--- src/rtl/seq_scan_ctrl.sv ---
// seq_scan_ctrl
//   Sequences a programmable serial pattern matcher over parallel words. A word
//   is accepted on an in_valid/in_ready handshake and shifted MSB-first through
//   a PAT_W-bit matcher, one bit per clock. The per-word match count is
//   returned on an out_valid/out_ready port. A saturating total of all matches
//   is also kept.
//
//   Optional feature macro: SEQ_SCAN_OVERLAP_EN
//     When defined, this adds the cfg_overlap input. It is sampled on accept.
//     When the sampled value is 1, overlapping matches are counted.
//
// Ports
//   clk, rst_n        clock (rising edge), synchronous active-low reset
//   cfg_we            load cfg_pattern (only honoured in IDLE)
//   cfg_pattern       pattern, MSB is the first bit matched
//   cfg_clr           clear total_count (wins over a same-cycle hit)
//   cfg_overlap       (SEQ_SCAN_OVERLAP_EN only) count overlapping matches
//   in_valid/in_ready/in_data     word input handshake
//   out_valid/out_ready/out_count per-word result handshake
//   match_pulse       registered 1-cycle pulse per match
//   total_count       saturating count of all matches
//   busy              high while scanning or reporting
module seq_scan_ctrl #(
    parameter int               WORD_W  = 16,
    parameter int               PAT_W   = 4,
    parameter int               CNT_W   = 8,
    parameter logic [PAT_W-1:0] RST_PAT = 4'b0110
) (
    input  logic                        clk,
    input  logic                        rst_n,
    input  logic                        cfg_we,
    input  logic [PAT_W-1:0]            cfg_pattern,
    input  logic                        cfg_clr,
`ifdef SEQ_SCAN_OVERLAP_EN
    input  logic                        cfg_overlap,
`endif
    input  logic                        in_valid,
    output logic                        in_ready,
    input  logic [WORD_W-1:0]           in_data,
    output logic                        out_valid,
    input  logic                        out_ready,
    output logic [$clog2(WORD_W+1)-1:0] out_count,
    output logic                        match_pulse,
    output logic [CNT_W-1:0]            total_count,
    output logic                        busy
);

    localparam int OUT_W  = $clog2(WORD_W+1);
    localparam int FILL_W = $clog2(PAT_W+1);
    localparam int BIT_W  = $clog2(WORD_W+1);

    typedef enum logic [1:0] {S_IDLE, S_SHIFT, S_REPORT} state_t;

    state_t             state_q, state_d;
    logic [PAT_W-1:0]   pattern_q, pattern_d;
    logic [WORD_W-1:0]  word_q, word_d;
    logic [PAT_W-1:0]   hist_q, hist_d;
    logic [FILL_W-1:0]  fill_q, fill_d;
    logic [OUT_W-1:0]   word_cnt_q, word_cnt_d;
    logic [BIT_W-1:0]   bit_cnt_q, bit_cnt_d;
    logic [CNT_W-1:0]   total_q, total_d;
    logic               pulse_q, pulse_d;
`ifdef SEQ_SCAN_OVERLAP_EN
    logic               overlap_q, overlap_d;
`endif

    logic               accept;
    logic               last_bit;
    logic               hit;
    logic [PAT_W-1:0]   nhist;
    logic [FILL_W-1:0]  nfill;

    assign accept   = in_valid && in_ready;
    assign last_bit = (bit_cnt_q == BIT_W'(WORD_W-1));

    // State register
    always_ff @(posedge clk) begin
        if (!rst_n) state_q <= S_IDLE;
        else        state_q <= state_d;
    end

    // Next-state logic
    always_comb begin
        state_d = state_q;
        case (state_q)
            S_IDLE:   if (accept)    state_d = S_SHIFT;
            S_SHIFT:  if (last_bit)  state_d = S_REPORT;
            S_REPORT: if (out_ready) state_d = S_IDLE;
            default:                 state_d = S_IDLE;
        endcase
    end

    // Outputs. The handshake outputs and the pulse are gated by rst_n so
    // they read low for the whole reset window, not just after the first edge.
    always_comb begin
        in_ready    = rst_n && (state_q == S_IDLE);
        out_valid   = rst_n && (state_q == S_REPORT);
        busy        = rst_n && (state_q == S_SHIFT || state_q == S_REPORT);
        match_pulse = rst_n && pulse_q;
        out_count   = word_cnt_q;
        total_count = total_q;
    end

    // Matcher datapath
    always_comb begin
        pattern_d  = pattern_q;
        word_d     = word_q;
        hist_d     = hist_q;
        fill_d     = fill_q;
        word_cnt_d = word_cnt_q;
        bit_cnt_d  = bit_cnt_q;
        pulse_d    = 1'b0;
`ifdef SEQ_SCAN_OVERLAP_EN
        overlap_d  = overlap_q;
`endif
        nhist = {hist_q[PAT_W-2:0], word_q[WORD_W-1]};
        // fill counts valid history bits since word start or last match
        nfill = (fill_q == FILL_W'(PAT_W)) ? fill_q : fill_q + FILL_W'(1);
        hit   = 1'b0;

        case (state_q)
            S_IDLE: begin
                // A pattern load in the accept cycle takes effect for that word.
                if (cfg_we) pattern_d = cfg_pattern;
                if (accept) begin
                    word_d     = in_data;
                    hist_d     = '0;
                    fill_d     = '0;
                    word_cnt_d = '0;
                    bit_cnt_d  = '0;
`ifdef SEQ_SCAN_OVERLAP_EN
                    overlap_d  = cfg_overlap;
`endif
                end
            end
            S_SHIFT: begin
                hit       = (nfill == FILL_W'(PAT_W)) && (nhist == pattern_q);
                word_d    = word_q << 1;
                hist_d    = nhist;
                bit_cnt_d = bit_cnt_q + BIT_W'(1);
                fill_d    = nfill;
                if (hit) begin
                    word_cnt_d = word_cnt_q + OUT_W'(1);
                    pulse_d    = 1'b1;
`ifdef SEQ_SCAN_OVERLAP_EN
                    fill_d     = overlap_q ? nfill : '0;
`else
                    fill_d     = '0;
`endif
                end
            end
            default: ;
        endcase

        // Clear wins over a same-cycle hit; the count saturates at all-ones.
        total_d = total_q;
        if (cfg_clr)                      total_d = '0;
        else if (hit && (total_q != '1))  total_d = total_q + CNT_W'(1);
    end

    always_ff @(posedge clk) begin
        if (!rst_n) begin
            pattern_q  <= RST_PAT;
            word_q     <= '0;
            hist_q     <= '0;
            fill_q     <= '0;
            word_cnt_q <= '0;
            bit_cnt_q  <= '0;
            total_q    <= '0;
            pulse_q    <= 1'b0;
`ifdef SEQ_SCAN_OVERLAP_EN
            overlap_q  <= 1'b0;
`endif
        end else begin
            pattern_q  <= pattern_d;
            word_q     <= word_d;
            hist_q     <= hist_d;
            fill_q     <= fill_d;
            word_cnt_q <= word_cnt_d;
            bit_cnt_q  <= bit_cnt_d;
            total_q    <= total_d;
            pulse_q    <= pulse_d;
`ifdef SEQ_SCAN_OVERLAP_EN
            overlap_q  <= overlap_d;
`endif
        end
    end

endmodule

--- config.mk ---
export PLATFORM = sky130hd
export DESIGN_NAME = seq_scan_ctrl
export DESIGN_NICKNAME = d
export VERILOG_FILES = /design/src/rtl/seq_scan_ctrl.sv
export SDC_FILE = /design/constraint.sdc
export NUM_CORES = 1
export LEC_CHECK = 0
export ABC_AREA = 1
export BUFFER_PORTS_ARGS = -buffer_cell sky130_fd_sc_hd__buf_2
export CAP_MARGIN = 10
export CORE_MARGIN = 5
export CORE_UTILIZATION = 49
export CTS_CLUSTER_DIAMETER = 120
export DETAILED_ROUTE_END_ITERATION = 10
export PLACE_DENSITY = 0.78
export SYNTH_ARGS = -nofsm -noshare
export SYNTH_HDL_FRONTEND = slang
export SYNTH_SLANG_ARGS = --single-unit
--- constraint.sdc ---
create_clock -name clk -period 2.1 [get_ports clk]
set_input_delay 0.315 -clock clk [delete_from_list [all_inputs] [get_ports clk]]
set_output_delay 0.315 -clock clk [all_outputs]
set_load 0.1 [all_outputs]
==> flow_metrics.tcl, run 1 <==
set metrics [dict create \
    finalClockSkew_ns 0.0139 \
    postCtsSetupRepairBufs 0 \
    finalCoreUtilization 0.591 \
    routed_wirelength_mm 5.39 \
    syn-instance-count 349 \
    cts_tree "built" \
    postSynthNetCount 386 \
    chipWidth_um 81.1 \
    place.port_buffers 42 \
    grt_pass1_wl_mm 9.36 \
    cell_rows 25 \
    report.final.setup_viol 0 \
    muxShareOfSynthArea 0 \
    post_route_cells_drive_above_1_share 0.185 \
    layout_commonest_cell "nand2_1" \
    detail_route.iter0.violations 142 \
    worstPathRequired_ns 1.78 \
    worstHoldStart "cfg_pattern[2]" \
    max-slew-margin-rel 0.676 \
    top_reg_cell_synth "dfxtp_1" \
    timing_max_transition_violations_final 0 \
    synthesis.area_um2 2470 \
    postSynth.asyncResetShare 0 \
    timing.critical_path.slowest_stage_cell "buf_2" \
    grt_setup_unrepaired "false" \
    multi_input_area_um2 1300 \
    maxClockFrequency_mhz 513 \
    clock_sinks 47 \
    grt_max_degree 33 \
    critical_path.most_common_cell "inv_1" \
    synth-adder-area-share 0.0556 \
    initial_core_util 0.514 \
    crit_type "flop to output port" \
    grt-ovfl-total 0 \
    finalSetupTns_ns 0 \
    clkLatencyLatePin_ns 0.31 \
    synth-seq-area-share 0.380 \
    synth.top_cell.area_share 0.380 \
    ctsRootBufferMaster "clkbuf_8" \
    n_antenna_cell 0 \
    worst_hold_path.num_cells 3 \
    synth_top_family_by_area "simple AND/OR/NAND/NOR gates" \
    final_nets 426 \
    synthDominantAreaCellType "dfxtp_1" \
    sequential_cell_area_um2 943 \
    count_of_final_hold_check_violations 0 \
    ys_seq_elements 47 \
    cts_max_path_buffers 2 \
    min_path_type "input pin to flop" \
    grt_usage 0.181 \
    number_of_search_and_repair_iterations_in_the_first_detailed_routing_pass 4 \
    timing.hold.worst_endpoint "pattern_q[2]$_SDFFE_PN1P_" \
    clock_tree.htree_level_count 2 \
    synth-simple-area-share 0.289 \
    synthXorXnorAreaFrac 0.0319 \
    gpl.final_weighted_congestion 0.813 \
    ios 43 \
    ys_types 31 \
    flop2flop_setup_slack_ns 0.34 \
    worstRegToRegCells 11 \
    crit-reg2reg-capture "total_count[0]$_SDFFE_PP0P_" \
    critical_path.max_stage_delay_ns 0.43 \
    crit_family "buffers and inverters" \
    die_area_um2 6570 \
    dr_total_vias 2346 \
    post-route-cell-area_um2 2850 \
    synth_compound_gate_area_share 0.147 \
    synth-edff-count 0 \
    worstMarginPinSlew_ns 0.490 \
    cp_max_fo 5 \
    layout_min_cycle_time_ns 1.95 \
    cts_inserted_buffers 5 \
    timing.final.crit_share 0.928 \
    power.leakage_uw 0.00125 \
    drc 0 \
    ir_drop_mv 0.545 \
    max_cap_violations 0 \
    mean_routed_wirelength_per_cell_um 11.8 \
    post_synth_main_area_contributors "dfxtp_1 38%, nand2_1 14%, inv_1 5.9%, ha_1 5.6%, a21oi_1 5.3%" \
    die_height_um 81.1 \
    worst_r2r_startpoint "fill_q[0]$_SDFFE_PN0P_" \
    timing.critical_path.cells "inv_1 > ha_1 > nand2_1 > inv_1 > buf_2" \
    avgViaCountPerCell 5.13 \
    floorplan.core_area_um2 4820 \
    cts_resized 0 \
    hold_buffers 0 \
    syn2layout_area_growth_pct 15.1 \
    pwr_density_cell_nw_per_um2 996 \
    antenna_left 0 \
    layout.cells.most_common_list "90 x nand2_1, 45 x dfxtp_1, 42 x buf_2, 39 x inv_1, 26 x a21oi_1" \
    place.detailed.hpwl_mm 3.87 \
    fill_count 485 \
    clkTransAtPathRegs_ns 0.09 \
    post_dp_cell_area_um2 2730 \
    power.total_uw 2840 \
    antenna_found_initial 0 \
    postSynthAreaPerCell_um2 7.09 \
    worst_ep_arrival_time_ns 1.63 \
    buf_inv_on_cp 3 \
    endpoint_kind "output port" \
    synth.yosys.warnings 0 \
    result_of_the_run "finished clean" \
    first_global_vias 2185 \
    critPathLaunchType "flop" \
]
-- Yosys cell counts (8+ instances only) --
cell type,count
a31oi_1,15
o21ai_0,21
ha_1,11
inv_1,39
clkbuf_1,8
a21oi_1,26
nor2_1,21
nand3_1,21
nand4_1,8
nand2_1,90
dfxtp_1,47
-- logic make-up (layout without fill, tap and decap cells) --
logic type	count (synthesis)	after routing
DFF	47	47
buffers and inverters	56	97
adders and majority gates	11	11
and+or+nand+nor	159	159
AOI/OAI and AO/OA	67	67
xor gates and xnor gates	9	9
-- how the worst max path moves through the flow --
stage / startpoint / end / cells after the start
final: state_q[1]$_SDFFE_PN0P_ / in_ready / 5
after global routing: state_q[1]$_SDFFE_PN0P_ / in_ready / 5
after CTS: state_q[1]$_SDFFE_PN0P_ / in_ready / 5
after detailed placement: fill_q[0]$_SDFFE_PN0P_ / total_count[0]$_SDFFE_PP0P_ / 11
after global placement: fill_q[0]$_SDFFE_PN0P_ / total_count[0]$_SDFFE_PP0P_ / 10
after floorplan: state_q[0]$_SDFFE_PN0P_ / bit_cnt_q[3]$_SDFFE_PN0P_ / 9
-- sequential cells by signal, indices dropped and copies added, names as in the netlist --
signal,count
bit_cnt_q,5
fill_q,3
hist_q,3
out_count,5
pattern_q,4
pulse_q,1
state_q,2
total_count,8
word_q,16
-- worst register-to-register path, stage by stage, from the launching register on --
cell and delay, ns:
dfxtp_1 0.40, inv_1 0.10, ha_1 0.24, nand2_2 0.10, nand2_1 0.05, nand2_1 0.10, nand3_2 0.10, nor2_4 0.24
nand3_4 0.15, nand2_1 0.09, nand2_1 0.05, nor2_1 0.08
-- final cells by class --
class                      count  share of cell area
multi-input combinational    246               0.455
clock buffer                   5              0.0242
inverter                      41              0.0540
tap                           67              0.0294
clock inverter                 3              0.0163
timing repair buffer          48              0.0896
sequential                    47               0.331
-- per-layer routing --
metal | wire, um | track usage | up-vias
met5 | 0 | 0 | -
met4 | 43 | 0.0625 | 0
met3 | 320 | 0.0543 | 4
met2 | 2530 | 0.287 | 56
met1 | 2500 | 0.233 | 1067
li1 | - | - | 1219
-- report_power, final --
| part | switching [uW] | internal [uW] |
|---|---|---|
| Clock | 324 | 359 |
| Combinational | 715 | 285 |
| Sequential | 107 | 1050 |
| Total | 1150 | 1690 |
-- stage by stage --
| step | hold slack [ns] | worst slack [ns] | std cells |
|---|---|---|---|
| after floorplan | 0.444 | 0.0180 | 349 |
| after global placement | 0.453 | 0.411 | 449 |
| after detailed placement | 0.458 | 0.351 | 449 |
| after CTS | 0.213 | 0.141 | 457 |
| after global routing | 0.210 | 0.0136 | 457 |
| final | 0.225 | 0.151 | 457 |
No activity file was read; power rests on OpenSTA's default activity.
==> run 2, diff against run 1 <==
- CORE_UTILIZATION: 49 -> 48
- PLACE_DENSITY: 0.78 -> 0.77
==> run 2 against run 1 <==
Effect of this change: non-clock buffer count down 1; count of clock-buffer cells in the layout unchanged; maximum frequency up 1.6%; clock skew down 0.0057 ns; combinational power about the same; via count down 0.72%; worst hold slack about the same; first-iteration DRC count up 19%; cell count up 0.44%; largest cell class unchanged.
==> flow_metrics.tcl, run 2 (synthesized netlist as in run 1, its figures left out) <==
set metrics [dict create \
    result_of_the_run "finished clean" \
    cts_inserted_buffers 5 \
    finalCoreUtilization 0.567 \
    largest_reg_flops 16 \
    layout_commonest_cell "nand2_1" \
    cp_max_fo 5 \
    grt_max_degree 33 \
    grt_setup_unrepaired "false" \
    cts_max_path_buffers 2 \
    post_route_cells_drive_above_1_share 0.183 \
    grt-ovfl-total 0 \
    pwr_density_cell_nw_per_um2 996 \
    post-route-cell-area_um2 2860 \
    clock_sinks 47 \
    layout.cells.most_common_list "90 x nand2_1, 45 x dfxtp_1, 42 x buf_2, 39 x inv_1, 26 x a21oi_1" \
    floorplan.core_area_um2 5040 \
    gpl.final_weighted_congestion 0.797 \
    cts_tree "built" \
    timing_max_transition_violations_final 0 \
    critical_path.most_common_cell "inv_1" \
    first_global_vias 2139 \
    antenna_found_initial 0 \
    critical_path.max_stage_delay_ns 0.43 \
    max_cap_violations 0 \
    routed_wirelength_mm 5.30 \
    antenna_left 0 \
    grt_pass1_wl_mm 9.10 \
    count_of_final_hold_check_violations 0 \
    postCtsSetupRepairBufs 0 \
    clkLatencyLatePin_ns 0.31 \
    clkTransAtPathRegs_ns 0.09 \
    post_dp_cell_area_um2 2740 \
    worst_ep_arrival_time_ns 1.60 \
    finalClockSkew_ns 0.00827 \
    n_antenna_cell 0 \
    clock_tree.htree_level_count 2 \
    initial_core_util 0.491 \
    place.port_buffers 42 \
    report.final.setup_viol 0 \
    timing.critical_path.cells "inv_1 > ha_1 > nand2_1 > inv_1 > buf_2" \
    max-slew-margin-rel 0.675 \
    buf_inv_on_cp 3 \
    die_height_um 81.8 \
    fill_count 466 \
    crit_family "buffers and inverters" \
    ir_drop_mv 0.592 \
    layout_min_cycle_time_ns 1.92 \
    critPathLaunchType "flop" \
    place.detailed.hpwl_mm 3.73 \
    number_of_search_and_repair_iterations_in_the_first_detailed_routing_pass 4 \
    timing.critical_path.slowest_stage_cell "buf_2" \
    drc 0 \
    cts_resized 0 \
    dr_total_vias 2329 \
    cell_rows 26 \
    worstMarginPinSlew_ns 0.488 \
    maxClockFrequency_mhz 522 \
    avgViaCountPerCell 5.07 \
    ctsRootBufferMaster "clkbuf_8" \
    syn2layout_area_growth_pct 15.5 \
    finalSetupTns_ns 0 \
    crit_type "flop to output port" \
    endpoint_kind "output port" \
    finalNonFillerCells 459 \
    power.total_uw 2850 \
    die_area_um2 6690 \
    ios 43 \
    detail_route.iter0.violations 169 \
    grt_usage 0.169 \
    power.leakage_uw 0.00125 \
    final_nets 425 \
    number_of_cells_in_the_design_after_placement 451 \
    min_path_type "input pin to flop" \
    mean_routed_wirelength_per_cell_um 11.5 \
    chipWidth_um 81.8 \
    timing.final.crit_share 0.913 \
    worstPathRequired_ns 1.78 \
    regMostFlops "word_q" \
    hold_buffers 0 \
]
run 2: path summary, 6_finish.rpt:
path | startpoint | to | slack, ns | cells past startpoint
worst max-delay path | state_q[0]$_SDFFE_PN0P_ | in_ready | 0.18 | 5
worst min register to register | word_q[0]$_SDFFE_PN0P_ | word_q[0]$_SDFFE_PN0P_ | 0.47 | 2
worst max register to register | fill_q[0]$_SDFFE_PN0P_ | total_count[0]$_SDFFE_PP0P_ | 0.35 | 11
worst min-delay path | cfg_pattern[1] | pattern_q[1]$_SDFFE_PN1P_ | 0.22 | 3
run 2: where the power goes:
group          switching (uW)  internal (uW)
sequential                107           1050
clock                     330            359
combinational             709            293
total                    1150           1700
run 2: metal layers:
layer	vias up	share of wire	global-route usage
met3	6	0.045	0.0384
met5	-	0	0
li1	1216	-	-
met2	46	0.45	0.275
met4	0	0.013	0.0598
met1	1061	0.49	0.219
run 2: worst reg2reg max path, delay by kind of cell (launching register included):
kind,cells,cell delay [ns]
simple gates,9,0.96
buf+inv,1,0.10
flops,1,0.40
fa+ha+maj,1,0.24
run 2: layout make-up:
cell class	instances	area, um^2	share of cell area
clock buffer	5	68.8	0.0241
timing repair buffer	47	260	0.0911
multi-input combinational	246	1300	0.454
inverter	41	154	0.0539
sequential	47	943	0.330
tap	70	87.6	0.0307
clock inverter	3	46.3	0.0162
run 2: per-stage QoR:
stage	hold slack (ns)	setup slack, ns
after CTS	0.223	0.171
after floorplan	0.444	0.0180
after global placement	0.455	0.393
final	0.224	0.182
after global routing	0.235	0.0876
after detailed placement	0.461	0.355
